$ cat src/rtl/ca_reg_read_seq_hd_if.sv
// Downstream group bus of the CA register read sequencer: one group of q/d digits per transfer.
interface ca_reg_read_seq_hd_if #(
    parameter int Num_bits       = 4,
    parameter int RAM_ADDR_WIDTH = 7
);
    // A transfer happens on a rising clk edge where out_valid and out_ready are both high;
    // once out_valid is high, it and every payload field hold steady until that transfer.
    logic                      out_valid;
    logic                      out_ready;
    logic [Num_bits-1:0]       out_q_plus;
    logic [Num_bits-1:0]       out_q_minus;
    logic [Num_bits-1:0]       out_d_plus;
    logic [Num_bits-1:0]       out_d_minus;
    logic [RAM_ADDR_WIDTH-1:0] out_group;

    modport master (
        output out_valid, out_q_plus, out_q_minus, out_d_plus, out_d_minus, out_group,
        input  out_ready
    );

    modport slave (
        input  out_valid, out_q_plus, out_q_minus, out_d_plus, out_d_minus, out_group,
        output out_ready
    );
endinterface

$ cat src/rtl/ca_reg_read_seq_hd.sv
// Read-side sequencer for the CA (q/d digit) register: issues bank reads, buffers groups in a 2-entry FIFO.
// Define CA_RD_AVAIL_CHECK_EN to gate each group read on the write-side master_cnt.
module ca_reg_read_seq_hd #(
    parameter int Num_bits       = 4,
    parameter int RAM_ADDR_WIDTH = 7
) (
    input  logic                      clk,
    input  logic                      async_clear,
    input  logic                      enable_all,
    input  logic                      start,
    input  logic [RAM_ADDR_WIDTH:0]   n_groups,
    input  logic [RAM_ADDR_WIDTH+1:0] master_cnt,
    output logic [RAM_ADDR_WIDTH-1:0] rd_addr,
    input  logic [Num_bits-1:0]       q_plus,
    input  logic [Num_bits-1:0]       q_minus,
    input  logic [Num_bits-1:0]       d_plus,
    input  logic [Num_bits-1:0]       d_minus,
    ca_reg_read_seq_hd_if.master      bus,
    output logic                      busy,
    output logic                      done,
    output logic [1:0]                fsm_state
);
    localparam int AW = RAM_ADDR_WIDTH;
    localparam logic [AW:0]   N_MAX   = {1'b1, {AW{1'b0}}};
    localparam logic [AW:0]   N_ONE   = 1;
    localparam logic [AW-1:0] GRP_ONE = 1;

    typedef enum logic [1:0] {
        ST_IDLE  = 2'd0,
        ST_RUN   = 2'd1,
        ST_DRAIN = 2'd2
    } state_t;

    typedef struct packed {
        logic [AW-1:0]       grp;
        logic [Num_bits-1:0] qp;
        logic [Num_bits-1:0] qm;
        logic [Num_bits-1:0] dp;
        logic [Num_bits-1:0] dm;
    } entry_t;

    state_t        state, state_nx;
    logic          done_nx, n_load;
    logic [AW:0]   n_lat, n_sat;
    logic [AW-1:0] grp, inflight_grp;
    logic          inflight;
    entry_t        fifo_mem [2];
    entry_t        head;
    logic          wr_ptr, rd_ptr;
    logic [1:0]    count, occ_after;
    logic          push, pop, avail, credit_ok, issue, last_issue;

`ifdef CA_RD_AVAIL_CHECK_EN
    localparam logic [AW+2:0] AVAIL_OFS = 5;
    logic [AW+2:0] need_cnt;

    // Group g needs d digits up to 4g+3 and the lagging q digits, hence master_cnt >= 4g+5.
    assign need_cnt = {1'b0, grp, 2'b00} + AVAIL_OFS;
    assign avail    = {1'b0, master_cnt} >= need_cnt;
`else
    logic unused_master_cnt;

    assign unused_master_cnt = ^master_cnt;
    assign avail             = 1'b1;
`endif

    assign bus.out_valid = (count != 2'd0);
    assign pop           = bus.out_valid & bus.out_ready;
    assign push          = inflight;
    assign n_sat         = (n_groups > N_MAX) ? N_MAX : n_groups;

    // Credit counts this cycle's pop so a steady stream can issue every cycle without overflow.
    assign occ_after  = count - {1'b0, pop};
    assign credit_ok  = ({1'b0, occ_after} + {2'b00, inflight}) < 3'd2;
    assign issue      = (state == ST_RUN) & enable_all & avail & credit_ok;
    assign last_issue = issue & ({1'b0, grp} == (n_lat - N_ONE));

    always_comb begin
        state_nx = state;
        done_nx  = 1'b0;
        n_load   = 1'b0;
        case (state)
            ST_IDLE: begin
                if (start && enable_all) begin
                    n_load   = 1'b1;
                    state_nx = (n_groups == '0) ? ST_DRAIN : ST_RUN;
                end
            end
            ST_RUN: begin
                if (last_issue) state_nx = ST_DRAIN;
            end
            ST_DRAIN: begin
                if (enable_all && !inflight && (count == {1'b0, pop})) begin
                    state_nx = ST_IDLE;
                    done_nx  = 1'b1;
                end
            end
            default: state_nx = ST_IDLE;
        endcase
    end

    always_ff @(posedge clk) begin
        if (async_clear) begin
            state        <= ST_IDLE;
            done         <= 1'b0;
            n_lat        <= '0;
            grp          <= '0;
            inflight     <= 1'b0;
            inflight_grp <= '0;
        end else begin
            state    <= state_nx;
            done     <= done_nx;
            inflight <= issue;
            if (n_load) begin
                n_lat <= n_sat;
                grp   <= '0;
            end else if (issue) begin
                grp <= grp + GRP_ONE;
            end
            if (issue) inflight_grp <= grp;
        end
    end

    // Bank data arrives the cycle after issue and is captured regardless of enable_all.
    always_ff @(posedge clk) begin
        if (async_clear) begin
            wr_ptr      <= 1'b0;
            rd_ptr      <= 1'b0;
            count       <= 2'd0;
            fifo_mem[0] <= '0;
            fifo_mem[1] <= '0;
        end else begin
            if (push) begin
                fifo_mem[wr_ptr] <= '{grp: inflight_grp, qp: q_plus, qm: q_minus,
                                      dp: d_plus, dm: d_minus};
                wr_ptr           <= ~wr_ptr;
            end
            if (pop) rd_ptr <= ~rd_ptr;
            case ({push, pop})
                2'b10:   count <= count + 2'd1;
                2'b01:   count <= count - 2'd1;
                default: count <= count;
            endcase
        end
    end

    assign head            = fifo_mem[rd_ptr];
    assign bus.out_q_plus  = bus.out_valid ? head.qp  : '0;
    assign bus.out_q_minus = bus.out_valid ? head.qm  : '0;
    assign bus.out_d_plus  = bus.out_valid ? head.dp  : '0;
    assign bus.out_d_minus = bus.out_valid ? head.dm  : '0;
    assign bus.out_group   = bus.out_valid ? head.grp : '0;

    assign rd_addr   = grp;
    assign busy      = (state != ST_IDLE);
    assign fsm_state = state;
endmodule

$ cat src/flat_wrapper.sv
// flat-port wrapper written by rule: the top's interface ports become plain ports
module ca_reg_read_seq_hd_flat 
#(
    parameter int Num_bits       = 4,
    parameter int RAM_ADDR_WIDTH = 7
)
  (clk, async_clear, enable_all, start, n_groups, master_cnt, rd_addr, q_plus, q_minus, d_plus, d_minus, busy, done, fsm_state, bus_out_valid, bus_out_q_plus, bus_out_q_minus, bus_out_d_plus, bus_out_d_minus, bus_out_group, bus_out_ready);
  ca_reg_read_seq_hd_if #(.Num_bits(Num_bits), .RAM_ADDR_WIDTH(RAM_ADDR_WIDTH)) bus_i ();
  input  logic clk;
  input  logic async_clear;
  input  logic enable_all;
  input  logic start;
  input  logic [RAM_ADDR_WIDTH:0] n_groups;
  input  logic [RAM_ADDR_WIDTH+1:0] master_cnt;
  output logic [RAM_ADDR_WIDTH-1:0] rd_addr;
  input  logic [Num_bits-1:0] q_plus;
  input  logic [Num_bits-1:0] q_minus;
  input  logic [Num_bits-1:0] d_plus;
  input  logic [Num_bits-1:0] d_minus;
  output logic busy;
  output logic done;
  output logic [1:0] fsm_state;
  output wire logic [$bits(bus_i.out_valid)-1:0] bus_out_valid;
  output wire logic [$bits(bus_i.out_q_plus)-1:0] bus_out_q_plus;
  output wire logic [$bits(bus_i.out_q_minus)-1:0] bus_out_q_minus;
  output wire logic [$bits(bus_i.out_d_plus)-1:0] bus_out_d_plus;
  output wire logic [$bits(bus_i.out_d_minus)-1:0] bus_out_d_minus;
  output wire logic [$bits(bus_i.out_group)-1:0] bus_out_group;
  input wire logic [$bits(bus_i.out_ready)-1:0] bus_out_ready;
  assign bus_out_valid = bus_i.out_valid;
  assign bus_out_q_plus = bus_i.out_q_plus;
  assign bus_out_q_minus = bus_i.out_q_minus;
  assign bus_out_d_plus = bus_i.out_d_plus;
  assign bus_out_d_minus = bus_i.out_d_minus;
  assign bus_out_group = bus_i.out_group;
  assign bus_i.out_ready = bus_out_ready;
  ca_reg_read_seq_hd #(.Num_bits(Num_bits), .RAM_ADDR_WIDTH(RAM_ADDR_WIDTH)) u_core (.clk(clk), .async_clear(async_clear), .enable_all(enable_all), .start(start), .n_groups(n_groups), .master_cnt(master_cnt), .rd_addr(rd_addr), .q_plus(q_plus), .q_minus(q_minus), .d_plus(d_plus), .d_minus(d_minus), .bus(bus_i), .busy(busy), .done(done), .fsm_state(fsm_state));
endmodule
$ cat config.mk
export PLATFORM = sky130hd
export DESIGN_NAME = ca_reg_read_seq_hd_flat
export DESIGN_NICKNAME = d
export VERILOG_FILES = /design/src/rtl/ca_reg_read_seq_hd_if.sv /design/src/rtl/ca_reg_read_seq_hd.sv /design/src/flat_wrapper.sv
export SDC_FILE = /design/constraint.sdc
export NUM_CORES = 1
export LEC_CHECK = 0
export CAP_MARGIN = 15
export CORE_MARGIN = 4
export CORE_UTILIZATION = 46
export CTS_BUF_LIST = sky130_fd_sc_hd__clkbuf_8 sky130_fd_sc_hd__clkbuf_16
export DETAILED_ROUTE_END_ITERATION = 12
export HOLD_SLACK_MARGIN = 0.15
export PLACE_DENSITY = 0.76
export RECOVER_POWER = 25
export SYNTH_ARGS = -nofsm -noshare
export SYNTH_HDL_FRONTEND = slang
export SYNTH_SLANG_ARGS = --single-unit
$ cat constraint.sdc
create_clock -name clk -period 2.2 [get_ports clk]
set_input_delay 0.44 -clock clk [delete_from_list [all_inputs] [get_ports clk]]
set_output_delay 0.44 -clock clk [all_outputs]
set_load 0.02 [all_outputs]
Word-level counts from Yosys, hierarchy flattened
Memories as Yosys holds them, arrays and structs flattened. A register that Yosys moved wholly into a read port is not among the register bits.
Cells that the tools add are included.
Word-level totals
  register bits: 30
  RAM bits: 46
  bits of input ports: 38
  word-level logic and storage cells: 72
  memories kept: 1
Operators by class
  add/sub/neg operators: 6
  magnitude comparators: 2
  eq/ne operators: 9
  multiplexer cells: 25
  bitwise logic cells: 7
  reduce and logical (&&, ||, !) cells: 13
Memories
  u_core.fifo_mem: words 2, bits a word 23, read ports 1, clocked after Yosys merged registers in 1, write ports 2, line ca_reg_read_seq_hd.sv:47  | entry_t fifo_mem [2];
Operators by type and width (number)
  23-bit two-way mux: 1
  23-bit OR reduction: 1
  4-bit two-way mux: 4
  1-bit two-way mux: 12
  7-bit by 8-bit equality test with 1-bit output: 1
  8-bit > comparator, second input constant: 1
  8-bit logical NOT: 1
  2-bit two-way mux: 4
  8-bit two-way mux: 1
  8-bit by 1-bit subtractor with 8-bit output, second input constant: 1
  7-bit by 1-bit adder with 7-bit output, second input constant: 1
  7-bit two-way mux: 1
  2-bit by 1-bit != test with 1-bit output, second input constant: 3
  2-bit case mux with 3 select lines: 1
  2-bit nonzero test: 3
  1-bit bitwise AND: 4
  2-bit by 1-bit equality test with 1-bit output, second input constant: 2
  2-bit equality test, second input constant: 2
  2-bit case mux with 2 select lines: 1
  2-bit OR reduction: 2
  2-bit by 1-bit adder with 3-bit output: 1
  1-bit logical AND: 3
  3-bit by 2-bit < comparator with 1-bit output, second input constant: 1
  1-bit inverter: 3
  other kinds (7): 7

Logic depth before layout (Yosys ltp)
Gate-level depths: netlist of run 1.
  word-level depth: 9
  mapped depth: 9
  gate-level depth less buffers: 8

Worst setup path before layout of run 1
OpenSTA, ideal clock, no wires.
  kind: register to register
  from: reg u_core.count[1]
  to: reg u_core.grp[2], in the netlist u_core.rd_addr[2]
  setup time: 0.126 ns
  arrival time: 1.944 ns
  setup slack: 0.130 ns
  cell stages (with the launch flop): 10
  buffers on the path: 1
  period minus slack after synthesis: 2.070 ns
  path through: dfxtp_1 nor2_1 nor2b_1 ha_1 nor2b_1 nor3_2 buf_2 nand2_1 xor2_1 nor2_1
Between the ends
  longest elaborated chain between the ends: 6
RTL lines
  start, declared: line ca_reg_read_seq_hd.sv:50  | logic [1:0] count, occ_after;
  start signal, assigned: line ca_reg_read_seq_hd.sv:140  | 2'b10: count <= count + 2'd1;
  start signal, assigned: line ca_reg_read_seq_hd.sv:141  | 2'b01: count <= count - 2'd1;
  start signal, assigned: line ca_reg_read_seq_hd.sv:142  | default: count <= count;
  2-bit nonzero test: line ca_reg_read_seq_hd.sv:67  | assign bus.out_valid = (count != 2'd0);
  1-bit bitwise AND: line ca_reg_read_seq_hd.sv:68  | assign pop = bus.out_valid & bus.out_ready;
  net u_core.pop: line ca_reg_read_seq_hd.sv:51  | logic push, pop, avail, credit_ok, issue, last_issue;
  2-bit by 1-bit subtractor with 2-bit output: line ca_reg_read_seq_hd.sv:73  | assign occ_after = count - {1'b0, pop};
  2-bit by 1-bit adder with 3-bit output: line ca_reg_read_seq_hd.sv:74  | assign credit_ok = ({1'b0, occ_after} + {2'b00, inflight}) < 3'd2;
  3-bit by 2-bit < comparator with 1-bit output: line ca_reg_read_seq_hd.sv:74
  1-bit bitwise AND: line ca_reg_read_seq_hd.sv:75  | assign issue = (state == ST_RUN) & enable_all & avail & credit_ok;
  end signal, assigned: line ca_reg_read_seq_hd.sv:118  | grp <= grp + GRP_ONE;
  end, declared: line ca_reg_read_seq_hd.sv:45  | logic [AW-1:0] grp, inflight_grp;
The timed path passes the listed nets, and every way through them passes these cells.
A chain may end at the register's enable or synchronous reset.

Worst setup path after layout of run 1
  from: reg u_core.count[1]
  to: out bus_out_valid
Between the ends
  longest elaborated chain between the ends: 1
RTL lines
  2-bit nonzero test: line ca_reg_read_seq_hd.sv:67
  end, declared: line flat_wrapper.sv:23  | output wire logic [$bits(bus_i.out_valid)-1:0] bus_out_valid;
Every way passes these cells.

==> out/qor.csv, run 1 <==
metric,value,unit
synth_seq_cells,77,
grt_pass1_wl,11200,µm
cp-end-kind,output pin,
preCtsSetupSlack,-0.199,ns
min_path_type,flop to flop,
synth.yosys.seq_area_share,56.2,%
clk_pin_slew,0.08,ns
antenna_cells,0,
arrival,1.65,ns
routed_wl,6970,µm
grt_pass1_vias,2451,
cts_setup_buffers,0,
syn_avg_cell_area,11.2,µm²
cts_tree,yes,
dieHeight,96.0,µm
synth-edff-count,46,
hold_buffers,0,
cp.required,1.76,ns
htree_levels,3,
drive_gt1_share,9.62,%
max_freq,0.477,GHz
final_util,63.1,%
detail-route-antenna-nets,0,
ir_drop,0.356,mV
grt-ovfl-total,0,
drtIter0Drc,59,
cpMaxStageDelayCell,clkdlybuf4s50_1,
yosys-top-cells-area,"edfxtp_1 39%, dfxtp_1 17%, mux2i_1 8.7%, and2_1 8.1%, nor2_1 5.1%",
clkSinkCount,77,
setup_viol,0,
startpoint_type,flop,
synth_fp_nets,360,
clk_latency,0.34,ns
synth_commonest_cells,"48 x nor2_1, 46 x and2_1, 46 x edfxtp_1",
num_vias,2499,
grtUsageTotal,15.6,%
worstSetupPathType,flop to output pin,
yosysWarnings,0,
hold_violations,0,
status,completed,
dieArea,0.00921,mm²
dpl_cell_area,0.00440,mm²
slew_headroom,59.1,%
fillCellCount,595,
rsz0062_at_grt,no,
power.density,695,mW/mm²
slew_viol_final,0,
vias_per_cell,5.06,
critPathMaxStageDelay,0.53,ns
cts-root-buf,clkbuf_8,
p_leak,2.05,nW
min_period,2.09,ns
wl_per_cell,14.1,µm
drc_errors,0,
critPathMaxFanout,24,
yosysMostFrequentCell,nor2_1,
grt_start_max_net_pins,25,
synth.cell_area,0.00356,mm²
syn_to_final_growth,30.5,%
clockBufferDepth,2,
syn_inst,318,
final_area,0.00465,mm²
cts_buffers,9,
synth_top_flop_cell,edfxtp_1,
total_power,3.23,mW
firstDrtPassIters,4,
maxCapViolCount,0,
coreArea,0.00737,mm²
fin_crit_sh,95.2,%
yosys.area.top_type,edfxtp_1,
io_pins,73,
dp_cells,477,
fp-row-count,31,
die_w,96.0,µm
synth_top_area_share,38.8,%
start_util,48.3,%
path_cells,"nor2_2, buf_12, inv_1, clkdlybuf4s50_1",
numPortBuffers,63,
hpwl,4680,µm
postSynth.asyncResetShare,0,%
skew,0.00831,ns
worstMarginPinSlew,0.608,ns
nets,432,
synth_cell_types,42,
finalNonFillerCells,494,
setup_ws,0.106,ns
globalplace.congestion,0.792,
antenna_found_initial,0,
==> state kept, by name, indices dropped and copies added (netlist names), named ones only <==
signal and cells:
u_core.fifo_mem 46, u_core.n_lat 8, u_core.inflight_grp 7, u_core.rd_addr 7, u_core.count 2, u_core.fsm_state 2
u_core.done 1, u_core.inflight 1, u_core.rd_ptr 1, u_core.wr_ptr 1
==> cell usage in the layout (no fill, tap or decap), types with 6 or more instances in the layout <==
| cell | instances |
|---|---|
| and2_1 | 42 |
| buf_4 | 9 |
| clkbuf_8 | 9 |
| clkdlybuf4s50_1 | 39 |
| dfxtp_1 | 30 |
| dlymetal6s2s_1 | 19 |
| edfxtp_1 | 46 |
| inv_1 | 8 |
| mux2i_1 | 31 |
| nand2_1 | 9 |
| nand4_1 | 6 |
| nor2_1 | 47 |
| xnor2_1 | 6 |
| xor2_1 | 13 |
==> stage by stage <==
step	hold slack, ns	setup TNS [ns]
3_5_place_dp	0.497	-3.46
4_1_cts	0.517	0
2_1_floorplan	0.466	0
3_3_place_gp	0.483	-2.57
6_report	0.510	0
5_1_grt	0.543	0
==> power by group <==
group	switching [mW]	internal (mW)	total, mW
combinational	0.225	0.212	0.437
sequential	0.0282	1.58	1.60
clock	0.545	0.645	1.19
==> worst max-delay path, delay by kind of cell, from the launching register on <==
kind | cells | cell delay [ns]
buf+inv | 3 | 0.77
flops | 1 | 0.36
simple gates | 1 | 0.19
==> worst paths after layout <==
check / startpoint / endpoint / slack (ns) / cells past startpoint
worst max-delay path: u_core.count[1] / bus_out_valid / 0.11 / 4
worst min-delay path: u_core.inflight_grp[3] / u_core.inflight_grp[3] / 0.51 / 2
worst max register to register: u_core.count[1] / u_core.rd_addr[4] / 0.22 / 9
worst min register to register: u_core.inflight_grp[3] / u_core.inflight_grp[3] / 0.51 / 2
==> kinds of logic after synthesis <==
kind of cell | count (synthesis) | share of synthesized area (%)
flip-flops | 77 | 56.2
adder cells (fa/ha/maj) | 4 | 1.41
buffers and inverters | 25 | 2.92
AO/OA/AOI/OAI | 25 | 5.34
AND/OR/NAND/NOR | 137 | 20.7
XOR/XNOR | 19 | 4.67
multiplexers | 31 | 8.71
==> repair_timing <==
item	in CTS	in global routing
resized for setup	4	20
setup endpoints to repair	4	20
pin swaps	0	1
==> per-layer routing <==
| metal | wire (µm) | track usage, % |
|---|---|---|
| met5 | 0 | 0 |
| met1 | 3130 | 19.3 |
| met4 | 51 | 6.75 |
| met3 | 354 | 2.89 |
| met2 | 3430 | 26.5 |
==> area by class of cell <==
type | count | area (µm²) | share of cell area (%)
inverters | 8 | 30.0 | 0.646
flip-flops and latches | 77 | 2000 | 43.1
clock buffers | 9 | 124 | 2.67
repair buffers | 78 | 806 | 17.3
multi-input cells | 216 | 1460 | 31.4
clock inverters | 7 | 98.8 | 2.13
well taps | 99 | 124 | 2.67
Power figures use the tool's default switching activity.
==> run 2, diff against run 1 <==
--- a/config.mk
+++ b/config.mk
@@ -7,10 +7,12 @@
 export LEC_CHECK = 0
 export CAP_MARGIN = 15
+export CELL_PAD_IN_SITES_DETAIL_PLACEMENT = 0
+export CELL_PAD_IN_SITES_GLOBAL_PLACEMENT = 1
 export CORE_MARGIN = 4
-export CORE_UTILIZATION = 46
+export CORE_UTILIZATION = 36
 export CTS_BUF_LIST = sky130_fd_sc_hd__clkbuf_8 sky130_fd_sc_hd__clkbuf_16
 export DETAILED_ROUTE_END_ITERATION = 12
 export HOLD_SLACK_MARGIN = 0.15
-export PLACE_DENSITY = 0.76
+export PLACE_DENSITY_LB_ADDON = 0.1
 export RECOVER_POWER = 25
 export SYNTH_ARGS = -nofsm -noshare
==> constraint.sdc (replaced) <==
create_clock -name clk -period 2.2 [get_ports clk]
set_input_delay 0.44 -clock clk [delete_from_list [all_inputs] [get_ports clk]]
set_output_delay 0.44 -clock clk [all_outputs]
set_load 0.005 [all_outputs]
==> out/qor.csv, run 2 (synthesis gave the netlist of run 1 again) <==
metric,value,unit
preCtsSetupSlack,-0.246,ns
maxCapViolCount,0,
p_leak,1.69,nW
ir_drop,0.369,mV
hold_violations,0,
drive_gt1_share,10.4,%
final_area,0.00468,mm²
detail-route-antenna-nets,0,
fp-row-count,36,
start_util,36.8,%
layout_commonest_cell,clkdlybuf4s50_1,
wl_per_cell,14.4,µm
dieHeight,107,µm
antenna_cells,0,
drc_errors,0,
critPathMaxFanout,11,
dp_cells,512,
fin_crit_sh,95.0,%
rr_worst_depth,9,
routed_wl,7620,µm
grt_pass1_wl,12600,µm
io_pins,73,
globalplace.congestion,0.761,
clkSinkCount,77,
clk_pin_slew,0.08,ns
cts_setup_buffers,0,
total_power,3.29,mW
status,completed,
nets,433,
setup_ws,0.111,ns
firstDrtPassIters,4,
dieArea,0.0115,mm²
reg_top3,"u_core.fifo_mem x46, u_core.n_lat x8",
antenna_found_initial,1,
holdPathStages,2,
slew_viol_final,0,
worstMarginPinSlew,0.888,ns
rsz0062_at_grt,no,
most-common-layout-cells,"62 x clkdlybuf4s50_1, 46 x nor2_1, 46 x edfxtp_1",
clk_latency,0.34,ns
cp-end-kind,output pin,
vias_per_cell,4.70,
cts-root-buf,clkbuf_8,
slew_headroom,40.8,%
setup_viol,0,
arrival,1.65,ns
numPortBuffers,63,
clockBufferDepth,2,
power.density,702,mW/mm²
grt_pass1_vias,2571,
die_w,107,µm
dpl_cell_area,0.00444,mm²
skew,0.0105,ns
finalNonFillerCells,529,
cts_buffers,9,
min_period,2.09,ns
tns,0,ns
grtUsageTotal,14.0,%
grt_start_max_net_pins,25,
drtIter0Drc,76,
regMostFlops,u_core.fifo_mem,
worstSetupPathType,flop to output pin,
num_vias,2488,
cts_tree,yes,
fillCellCount,951,
min_path_type,flop to flop,
coreArea,0.00968,mm²
largest_register_ffs,46,
startpoint_type,flop,
max_freq,0.479,GHz
hpwl,4990,µm
htree_levels,3,
syn_to_final_growth,31.5,%
cp.required,1.76,ns
grt-ovfl-total,0,
## run 2: cell types whose count changed in the layout (fill, tap and decap cells not counted), sizes merged
cell           before  now
clkinv              3    1
clkdlybuf4s50      39   62
buf                12   10
dlygate4sd2         4    0
bufinv              2    3
clkbuf             12   15
dlymetal6s2s       19    0
clkinvlp            1    2
## run 2: routing by layer
metal | global-route usage, % | vias to the layer above | part of all wire [%]
li1 | - | 1248 | -
met1 | 16.7 | 1178 | 45
met2 | 24.5 | 52 | 49
met3 | 4.14 | 8 | 4.9
met4 | 4.06 | 2 | 1.0
met5 | 0 | - | 0.16
## run 2: worst max-delay path, cell delays in order (launching register included)
cell,delay (ns)
dfxtp_2,0.39
clkbuf_16,0.20
mux2i_1,0.08
nor2_1,0.12
clkdlybuf4s50_1,0.52
## run 2: worst paths after layout
path | startpoint | endpoint | slack (ns)
max | flop | bus_out_d_plus[2] | 0.11
min | u_core.n_lat[0] | u_core.n_lat[0] | 0.51
max reg2reg | u_core.n_lat[1] | u_core.fsm_state[1] | 0.16
min reg2reg | u_core.n_lat[0] | u_core.n_lat[0] | 0.51
## run 2: timing repair
item,4_1_cts,5_1_grt
resized for setup,2,4
gates cloned,0,1
endpoints found under the setup margin,8,26
hold endpoints to repair,0,0
hold buffers,0,0
pin swaps,0,0
## run 2: power by group
group	internal, mW	switching (mW)
clock network	0.749	0.520
logic	0.220	0.190
registers	1.58	0.0315
## run 2: cell type report
class	count	area [µm²]	area share, %
flip-flops and latches	77	2010	42.9
clock buffers	9	124	2.65
clock inverters	7	115	2.46
repair buffers	79	771	16.5
multi-input cells	216	1470	31.4
well taps	133	166	3.55
inverters	8	30.0	0.641
## run 2: metrics by stage
step | hold slack, ns | util, %
2_1_floorplan | 0.466 | -
5_1_grt | 0.548 | 48.3
4_1_cts | 0.509 | 48.3
6_report | 0.510 | 48.3
3_3_place_gp | 0.483 | 45.8
3_5_place_dp | 0.493 | 45.8
==> run 3, diff against run 2 <==
Settings changed: CTS_CLUSTER_DIAMETER from default to 150.
==> results of run 3 <==
Final layout, timing and power as in run 2 (identical DEF).
